[src/rtl/gpu_ram_arbiter.sv]
// Purpose : shares the single GPU RAM port between the Z80 bridge (one-deep pending slot)
//           and the gfx/blitter engine (valid/ack), tagging reads so data returns to its issuer.
// Latency : grant -> ram_* one cycle; read grant -> *_rd_rdy in 2+RD_LATENCY cycles.
// Backpressure: gfx waits on gfx_ack; Z80 strobes cannot stall, so a strobe that
//           finds the slot busy is dropped and z80_ovf is latched.
//
// Ports:
//   GPU_CLK, reset            : single clock, synchronous active-high reset
//   z80_wr_ena/z80_rd_req     : one-clock strobes with z80_addr/z80_wdata
//   z80_rd_rdy/z80_rData      : Z80 read return (pulse + held data)
//   gfx_req/gfx_we/gfx_addr/gfx_wdata, gfx_ack : gfx request handshake (ack is combinational)
//   gfx_rd_rdy/gfx_rData      : gfx read return (pulse + held data)
//   ram_addr/ram_wdata/ram_we/ram_rd, ram_rdata : registered RAM port
//   z80_ovf                   : sticky error flag (dropped strobe or write+read together)
// Build option: define ARB_RR_EN for round-robin on contention; otherwise Z80 has fixed priority.

module gpu_ram_arbiter #(
   parameter int ADDR_BITS  = 20,
   parameter int RD_LATENCY = 2
) (
   input  logic                 GPU_CLK,
   input  logic                 reset,
   input  logic                 z80_wr_ena,
   input  logic                 z80_rd_req,
   input  logic [ADDR_BITS-1:0] z80_addr,
   input  logic [7:0]           z80_wdata,
   output logic                 z80_rd_rdy,
   output logic [7:0]           z80_rData,
   input  logic                 gfx_req,
   input  logic                 gfx_we,
   input  logic [ADDR_BITS-1:0] gfx_addr,
   input  logic [7:0]           gfx_wdata,
   output logic                 gfx_ack,
   output logic                 gfx_rd_rdy,
   output logic [7:0]           gfx_rData,
   output logic [ADDR_BITS-1:0] ram_addr,
   output logic [7:0]           ram_wdata,
   output logic                 ram_we,
   output logic                 ram_rd,
   input  logic [7:0]           ram_rdata,
   output logic                 z80_ovf
);

   typedef enum logic [1:0] {IDLE, GRANT_Z80, GRANT_GFX} port_state_t;

   port_state_t port_state;
   logic        gnt_z80;
   logic        gnt_gfx;

   // Z80 pending slot
   logic                 slot_vld_q, slot_vld_d;
   logic                 slot_we_q, slot_we_d;
   logic [ADDR_BITS-1:0] slot_addr_q, slot_addr_d;
   logic [7:0]           slot_wdata_q, slot_wdata_d;
   logic                 ovf_q, ovf_d;

   // RAM issue registers; ram_own marks which requester owns the read on ram_rd (1 = gfx)
   logic [ADDR_BITS-1:0] ram_addr_q, ram_addr_d;
   logic [7:0]           ram_wdata_q, ram_wdata_d;
   logic                 ram_we_q, ram_we_d;
   logic                 ram_rd_q, ram_rd_d;
   logic                 ram_own_q, ram_own_d;

   // Read tag pipeline, fed from the registered ram_rd so its tail lines up with ram_rdata
   logic [RD_LATENCY-1:0] tag_vld_q, tag_vld_d;
   logic [RD_LATENCY-1:0] tag_own_q, tag_own_d;

   // Read returns
   logic       z80_rd_rdy_q, z80_rd_rdy_d;
   logic [7:0] z80_rdata_q, z80_rdata_d;
   logic       gfx_rd_rdy_q, gfx_rd_rdy_d;
   logic [7:0] gfx_rdata_q, gfx_rdata_d;

`ifdef ARB_RR_EN
   // Last winner: 0 = Z80, 1 = gfx. The other side wins the next contended cycle.
   logic rr_gfx_q, rr_gfx_d;
`endif

   // Grant decision, re-evaluated every cycle; nothing is granted while in reset.
   always_comb begin
      port_state = IDLE;
      if (!reset) begin
         if (slot_vld_q && gfx_req) begin
`ifdef ARB_RR_EN
            port_state = rr_gfx_q ? GRANT_Z80 : GRANT_GFX;
`else
            port_state = GRANT_Z80;
`endif
         end else if (slot_vld_q) begin
            port_state = GRANT_Z80;
         end else if (gfx_req) begin
            port_state = GRANT_GFX;
         end
      end
      gnt_z80 = (port_state == GRANT_Z80);
      gnt_gfx = (port_state == GRANT_GFX);
   end

   assign gfx_ack = gnt_gfx;

   always_comb begin
      // Z80 slot: a strobe loads it if it is empty or being granted this cycle.
      slot_vld_d   = slot_vld_q;
      slot_we_d    = slot_we_q;
      slot_addr_d  = slot_addr_q;
      slot_wdata_d = slot_wdata_q;
      ovf_d        = ovf_q;
      if (gnt_z80) begin
         slot_vld_d = 1'b0;
      end
      if (z80_wr_ena || z80_rd_req) begin
         if (!slot_vld_q || gnt_z80) begin
            slot_vld_d   = 1'b1;
            slot_we_d    = z80_wr_ena;   // write wins when both strobes fire
            slot_addr_d  = z80_addr;
            slot_wdata_d = z80_wdata;
         end else begin
            ovf_d = 1'b1;
         end
      end
      if (z80_wr_ena && z80_rd_req) begin
         ovf_d = 1'b1;
      end

      // Issue: address/data hold when the port is idle.
      ram_addr_d  = ram_addr_q;
      ram_wdata_d = ram_wdata_q;
      ram_we_d    = 1'b0;
      ram_rd_d    = 1'b0;
      ram_own_d   = 1'b0;
      case (port_state)
         GRANT_Z80: begin
            ram_addr_d = slot_addr_q;
            ram_we_d   = slot_we_q;
            ram_rd_d   = !slot_we_q;
            ram_own_d  = 1'b0;
            if (slot_we_q) begin
               ram_wdata_d = slot_wdata_q;
            end
         end
         GRANT_GFX: begin
            ram_addr_d = gfx_addr;
            ram_we_d   = gfx_we;
            ram_rd_d   = !gfx_we;
            ram_own_d  = 1'b1;
            if (gfx_we) begin
               ram_wdata_d = gfx_wdata;
            end
         end
         default: ;
      endcase

      // Tag shift pipeline
      tag_vld_d[0] = ram_rd_q;
      tag_own_d[0] = ram_own_q;
      for (int i = 1; i < RD_LATENCY; i++) begin
         tag_vld_d[i] = tag_vld_q[i-1];
         tag_own_d[i] = tag_own_q[i-1];
      end

      // Steer returning data to its owner
      z80_rd_rdy_d = 1'b0;
      gfx_rd_rdy_d = 1'b0;
      z80_rdata_d  = z80_rdata_q;
      gfx_rdata_d  = gfx_rdata_q;
      if (tag_vld_q[RD_LATENCY-1]) begin
         if (tag_own_q[RD_LATENCY-1]) begin
            gfx_rd_rdy_d = 1'b1;
            gfx_rdata_d  = ram_rdata;
         end else begin
            z80_rd_rdy_d = 1'b1;
            z80_rdata_d  = ram_rdata;
         end
      end

`ifdef ARB_RR_EN
      // Recording the winner covers both cases: a contended grant flips the pointer,
      // an uncontended one points it at the requester just served.
      rr_gfx_d = rr_gfx_q;
      if (gnt_gfx) begin
         rr_gfx_d = 1'b1;
      end else if (gnt_z80) begin
         rr_gfx_d = 1'b0;
      end
`endif
   end

   always_ff @(posedge GPU_CLK) begin
      if (reset) begin
         slot_vld_q   <= 1'b0;
         slot_we_q    <= 1'b0;
         slot_addr_q  <= '0;
         slot_wdata_q <= '0;
         ovf_q        <= 1'b0;
         ram_addr_q   <= '0;
         ram_wdata_q  <= '0;
         ram_we_q     <= 1'b0;
         ram_rd_q     <= 1'b0;
         ram_own_q    <= 1'b0;
         tag_vld_q    <= '0;
         tag_own_q    <= '0;
         z80_rd_rdy_q <= 1'b0;
         z80_rdata_q  <= '0;
         gfx_rd_rdy_q <= 1'b0;
         gfx_rdata_q  <= '0;
`ifdef ARB_RR_EN
         rr_gfx_q     <= 1'b0;
`endif
      end else begin
         slot_vld_q   <= slot_vld_d;
         slot_we_q    <= slot_we_d;
         slot_addr_q  <= slot_addr_d;
         slot_wdata_q <= slot_wdata_d;
         ovf_q        <= ovf_d;
         ram_addr_q   <= ram_addr_d;
         ram_wdata_q  <= ram_wdata_d;
         ram_we_q     <= ram_we_d;
         ram_rd_q     <= ram_rd_d;
         ram_own_q    <= ram_own_d;
         tag_vld_q    <= tag_vld_d;
         tag_own_q    <= tag_own_d;
         z80_rd_rdy_q <= z80_rd_rdy_d;
         z80_rdata_q  <= z80_rdata_d;
         gfx_rd_rdy_q <= gfx_rd_rdy_d;
         gfx_rdata_q  <= gfx_rdata_d;
`ifdef ARB_RR_EN
         rr_gfx_q     <= rr_gfx_d;
`endif
      end
   end

   assign ram_addr   = ram_addr_q;
   assign ram_wdata  = ram_wdata_q;
   assign ram_we     = ram_we_q;
   assign ram_rd     = ram_rd_q;
   assign z80_rd_rdy = z80_rd_rdy_q;
   assign z80_rData  = z80_rdata_q;
   assign gfx_rd_rdy = gfx_rd_rdy_q;
   assign gfx_rData  = gfx_rdata_q;
   assign z80_ovf    = ovf_q;

endmodule

[config.mk]
export PLATFORM = sky130hd
export DESIGN_NAME = gpu_ram_arbiter
export DESIGN_NICKNAME = d
export VERILOG_FILES = /design/src/rtl/gpu_ram_arbiter.sv
export SDC_FILE = /design/constraint.sdc
export NUM_CORES = 1
export LEC_CHECK = 0
export BUFFER_PORTS_ARGS = -buffer_cell sky130_fd_sc_hd__buf_2
export CAP_MARGIN = 20
export CORE_MARGIN = 4
export CORE_UTILIZATION = 49
export CTS_CLUSTER_DIAMETER = 80
export DETAILED_ROUTE_END_ITERATION = 10
export PLACE_DENSITY_LB_ADDON = 0.15
export SYNTH_ARGS = -nofsm -noshare
export SYNTH_HDL_FRONTEND = slang
export SYNTH_SLANG_ARGS = --single-unit
export TNS_END_PERCENT = 10
[constraint.sdc]
create_clock -name GPU_CLK -period 2.1 [get_ports GPU_CLK]
set_clock_uncertainty 0.2 [all_clocks]
set_input_delay 0.42 -clock GPU_CLK [delete_from_list [all_inputs] [get_ports GPU_CLK]]
set_output_delay 0.42 -clock GPU_CLK [all_outputs]
set_load 0.01 [all_outputs]
---- Yosys cells after proc, flatten, opt, wreduce, memory -nomap -nowiden ----
Cells that the tools add are included.
operators by class
  mux-type cells .......................... 19
  bitwise logic cells ..................... 2
  equal/unequal tests ..................... 5
  reductions and logical operators ........ 15
operator list
  cell                count
  $pmux 20 s2         1
  $mux 8              2
  $pmux 8 s2          1
  $mux 1              9
  $mux 2              4
  $reduce_and 2->1    4
  $ne 2x1->1 const B  2
  $pmux 1 s2          2
  $reduce_bool 2->1   2
  $logic_not 1->1     3
  $reduce_and 3->1    1
  $eq 2x1->1 const B  1
  $eq 2x2->1 const B  1
  $logic_and 1x1->1   2
  $logic_or 1x1->1    2
  $ne 2x2->1 const B  1
  $not 1->1           2
  $reduce_or 2->1     1
word-level totals
  register bits after elaboration ......... 84
  input bits .............................. 70
  output and inout bits ................... 50
  word-level logic and storage cells ...... 57

---- Logic depth before layout (Yosys ltp) ----
  depth in word-level cells ............... 9
  gate-level depth with buffers ........... 6
  depth with buffers taken out ............ 4

---- Worst setup path after synthesis ----
No wires, ideal clock.
  kind .................................... flip-flop to output port
  start ................................... register slot_vld_q
  end ..................................... output gfx_ack
  stages on the path, launching flop included .. 5
  slack ................................... 497 ps
  arrival time ............................ 983 ps
  required time ........................... 1480 ps
  buffers on the path ..................... 2
  cells stage by stage .................... dfxtp_1 > buf_6 > or3b_1 > buf_6 > clkinv_8
between the ends
  longest elaborated chain between the ends .. 4
ends and longest elaborated chain
  item                                                RTL line  source
  start, declared                                     51        logic slot_vld_q, slot_vld_d;
  start signal, assigned                              210       slot_vld_q <= slot_vld_d;
  $mux 2 / $logic_and 1x1->1 (equally long branches)  89, 83
  $mux 2 (*)                                          83        if (slot_vld_q && gfx_req) begin
  $mux 2 (*)                                          82        if (!reset) begin
  $eq 2x2->1 (*)                                      96        gnt_gfx = (port_state == GRANT_GFX);
  end, declared                                       33        output logic gfx_ack,
Every way passes the cells marked *; elsewhere a longest branch is shown, timed or not.

---- Worst setup path in the final report ----
Ends and elaborated chain as after synthesis.

==> flow_summary.ini <==
[floorplanning]
start_util = 0.508
fp-row-count = 29
die_w_um = 89.6
die-area_mm2 = 0.00803
die_h_um = 89.6
ios = 120
coreArea_mm2 = 0.00642

[setup_path]
timing.rr.start = slot_vld_q
path_class = reg -> out
ff2ff_setup_slack_ns = 0.40
arrival_ns = 1.42
max_stage_delay_ns = 0.50
cpMaxStageDelayCell = or3b_1
start_kind = flip-flop
critPathTopFamily = simple AND/OR/NAND/NOR gates
crit_required_ns = 1.48
crit_chain = or3b_1 -> clkinv_8 -> buf_2
worst-r2r-cell-count = 3
worstPathMaxFanout = 9
end_kind = output pin
r2r_end = ram_wdata[3]
crit_buf_inv = 2

[detailed_routing]
drtIter0Drc = 98
vias = 2772
wl_per_cell_um = 13.2
firstDrtPassIters = 4
final_antenna_net_count = 0
vias_per_cell = 4.99
drc = 0
routed_wl_um = 7300

[cells_and_area]
final_util = 0.631
final_net_count = 543
fill_cells = 583
diodes = 0
syn_to_final_growth_pct = 24.3
drive_above_1_share = 0.362

[timing]
maxSlewViolCount = 0
finalSetupViolations = 0
finalHoldViolCount = 0
slew-limit-headroom = 0.410
period_needed_ns = 2.04
tns_ns = 0
min_period_over_period = 0.972
rsz0062_at_grt = false
fmax_mhz = 490
tightestPinTransition_ns = 0.886

[cts]
clockRootBuffer = clkbuf_8
clk_pin_slew_ns = 0.08
clk_path_buf_depth = 2
cts_buffers = 9
post_cts_buffers = 0
cts_tree = built
hold_buffers = 0
clock_latency_ns = 0.34
post_cts_resized = 0
clkSinkCount = 84
ctsHtreeMaxLevel = 3

[power]
power_density_mw_per_mm2 = 788
ir_drop_mv = 0.558
leakagePower_uw = 0.00189
finalPower_uw = 3190

[logic_synthesis]
synth-edff-count = 0
synth_top_flop_cell = dfxtp_1
synth.distinct_cells = 24
syn_inst = 364
yosys_warnings = 0
synthArstFlopShare = 0
synth_area_mm2 = 0.00326
avgSynthCellArea_um2 = 8.96
ys_ff_latch = 84
synth_fp_nets = 434
synth_seq_area_share = 0.516

[global_route]
grt_use_total = 0.183
grt_max_degree = 84
grt_pass1_wl_um = 11500
grt_pass1_vias = 2579
grt-ovfl-total = 0
antenna_found_initial = 0

[placed_design]
gp_congestion = 0.765
io_buffers = 119
dp_hpwl_um = 5010

[worst_hold_path]
hold_depth = 3
min_path_type = in -> reg
min_from = z80_addr[11]
hold_path_end = slot_addr_q[11]

[outcome]
status = completed

[job]
maxCapViolCount = 0
==> worst min-delay path, delay by kind of cell <==
family | cells | cell delay (ns)
buffers and inverters | 1 | 0.10
AOI/OAI and AO/OA | 1 | 0.05
and+or+nand+nor | 1 | 0.04
==> how the worst max path moves through the flow <==
stage,start,to,cells after the start
floorplan,slot_vld_q,gfx_ack,4
global placement,reset,gfx_ack,4
detailed placement,reset,gfx_ack,4
CTS,slot_vld_q,gfx_ack,3
global route,slot_vld_q,gfx_ack,3
finish,slot_vld_q,gfx_ack,3
==> registers in the layout (all words and copies together), names as in the netlist, 2 cells and up <==
| register | count |
|---|---|
| gfx_rData | 8 |
| ram_wdata | 8 |
| tag_own_q | 2 |
| ram_addr | 20 |
| slot_addr_q | 20 |
| slot_wdata_q | 8 |
| z80_rData | 8 |
| tag_vld_q | 2 |
==> per-layer routing <==
| metal | GRT usage | vias to the layer above | wire length (um) |
|---|---|---|---|
| met5 | 0 | - | 0 |
| met4 | 0.0785 | 0 | 106 |
| met3 | 0.0392 | 9 | 523 |
| met2 | 0.307 | 87 | 3520 |
| met1 | 0.226 | 1255 | 3150 |
| li1 | - | 1421 | - |
==> synthesized netlist by cell type, types with 2 or more instances <==
master	count	share of area
nand2_1	96	0.11
dfxtp_1	84	0.52
a21oi_1	47	0.072
nor2_1	28	0.032
mux2_2	20	0.069
mux2i_1	20	0.061
clkbuf_1	11	0.013
a311oi_2	8	0.037
buf_2	8	0.012
nand3_1	8	0.012
nor3_1	8	0.012
nor2b_1	7	0.013
buf_1	5	0.0058
buf_4	2	0.0046
buf_6	2	0.0069
inv_1	2	0.0023
==> area by class of cell <==
type                    count  area (um2)  share of cell area
flip-flops and latches     84        1680               0.415
multi-input cells         249        1420               0.351
repair buffers            126         648               0.160
clock buffers              10         128              0.0315
well taps                  77        96.3              0.0238
clock inverters             6        55.1              0.0136
inverters                   3        23.8             0.00586
==> report_power, final <==
group          switching, uW  total [uW]  internal [uW]
logic                    210         401            192
registers               41.0        1720           1680
clock network            534        1070            540
==> stage by stage <==
stage          setup slack, ns  hold WS, ns  instance area (um2)  std cells
3_3_place_gp             0.272        0.226                 3870        539
2_1_floorplan            0.497        0.214                 3260        364
4_1_cts                 0.0432        0.101                 4050        555
6_report                0.0580        0.119                 4050        555
5_1_grt                0.00561        0.112                 4050        555
3_5_place_dp             0.256        0.229                 3870        539
==> kinds of logic (layout without fill, tap and decap cells) <==
family	count (synthesis)	after routing	synth area share
and+or+nand+nor	154	154	0.196
DFF	84	84	0.516
AOI/OAI and AO/OA	55	55	0.109
buffers and inverters	31	145	0.0495
muxes	40	40	0.130
==> placed cells by master (no fill, tap or decap), types with 2 or more instances in the layout <==
cell type	instances
a21oi_1	47
buf_4	7
a311oi_2	8
dfxtp_1	84
nor2b_1	7
inv_1	2
mux2_2	20
nand2_1	96
buf_2	119
mux2i_1	20
nor2_1	27
nor3_1	8
clkbuf_8	9
nand3_1	8
clkinv_2	5
Note: power is estimated with default switching activity, not from simulation.
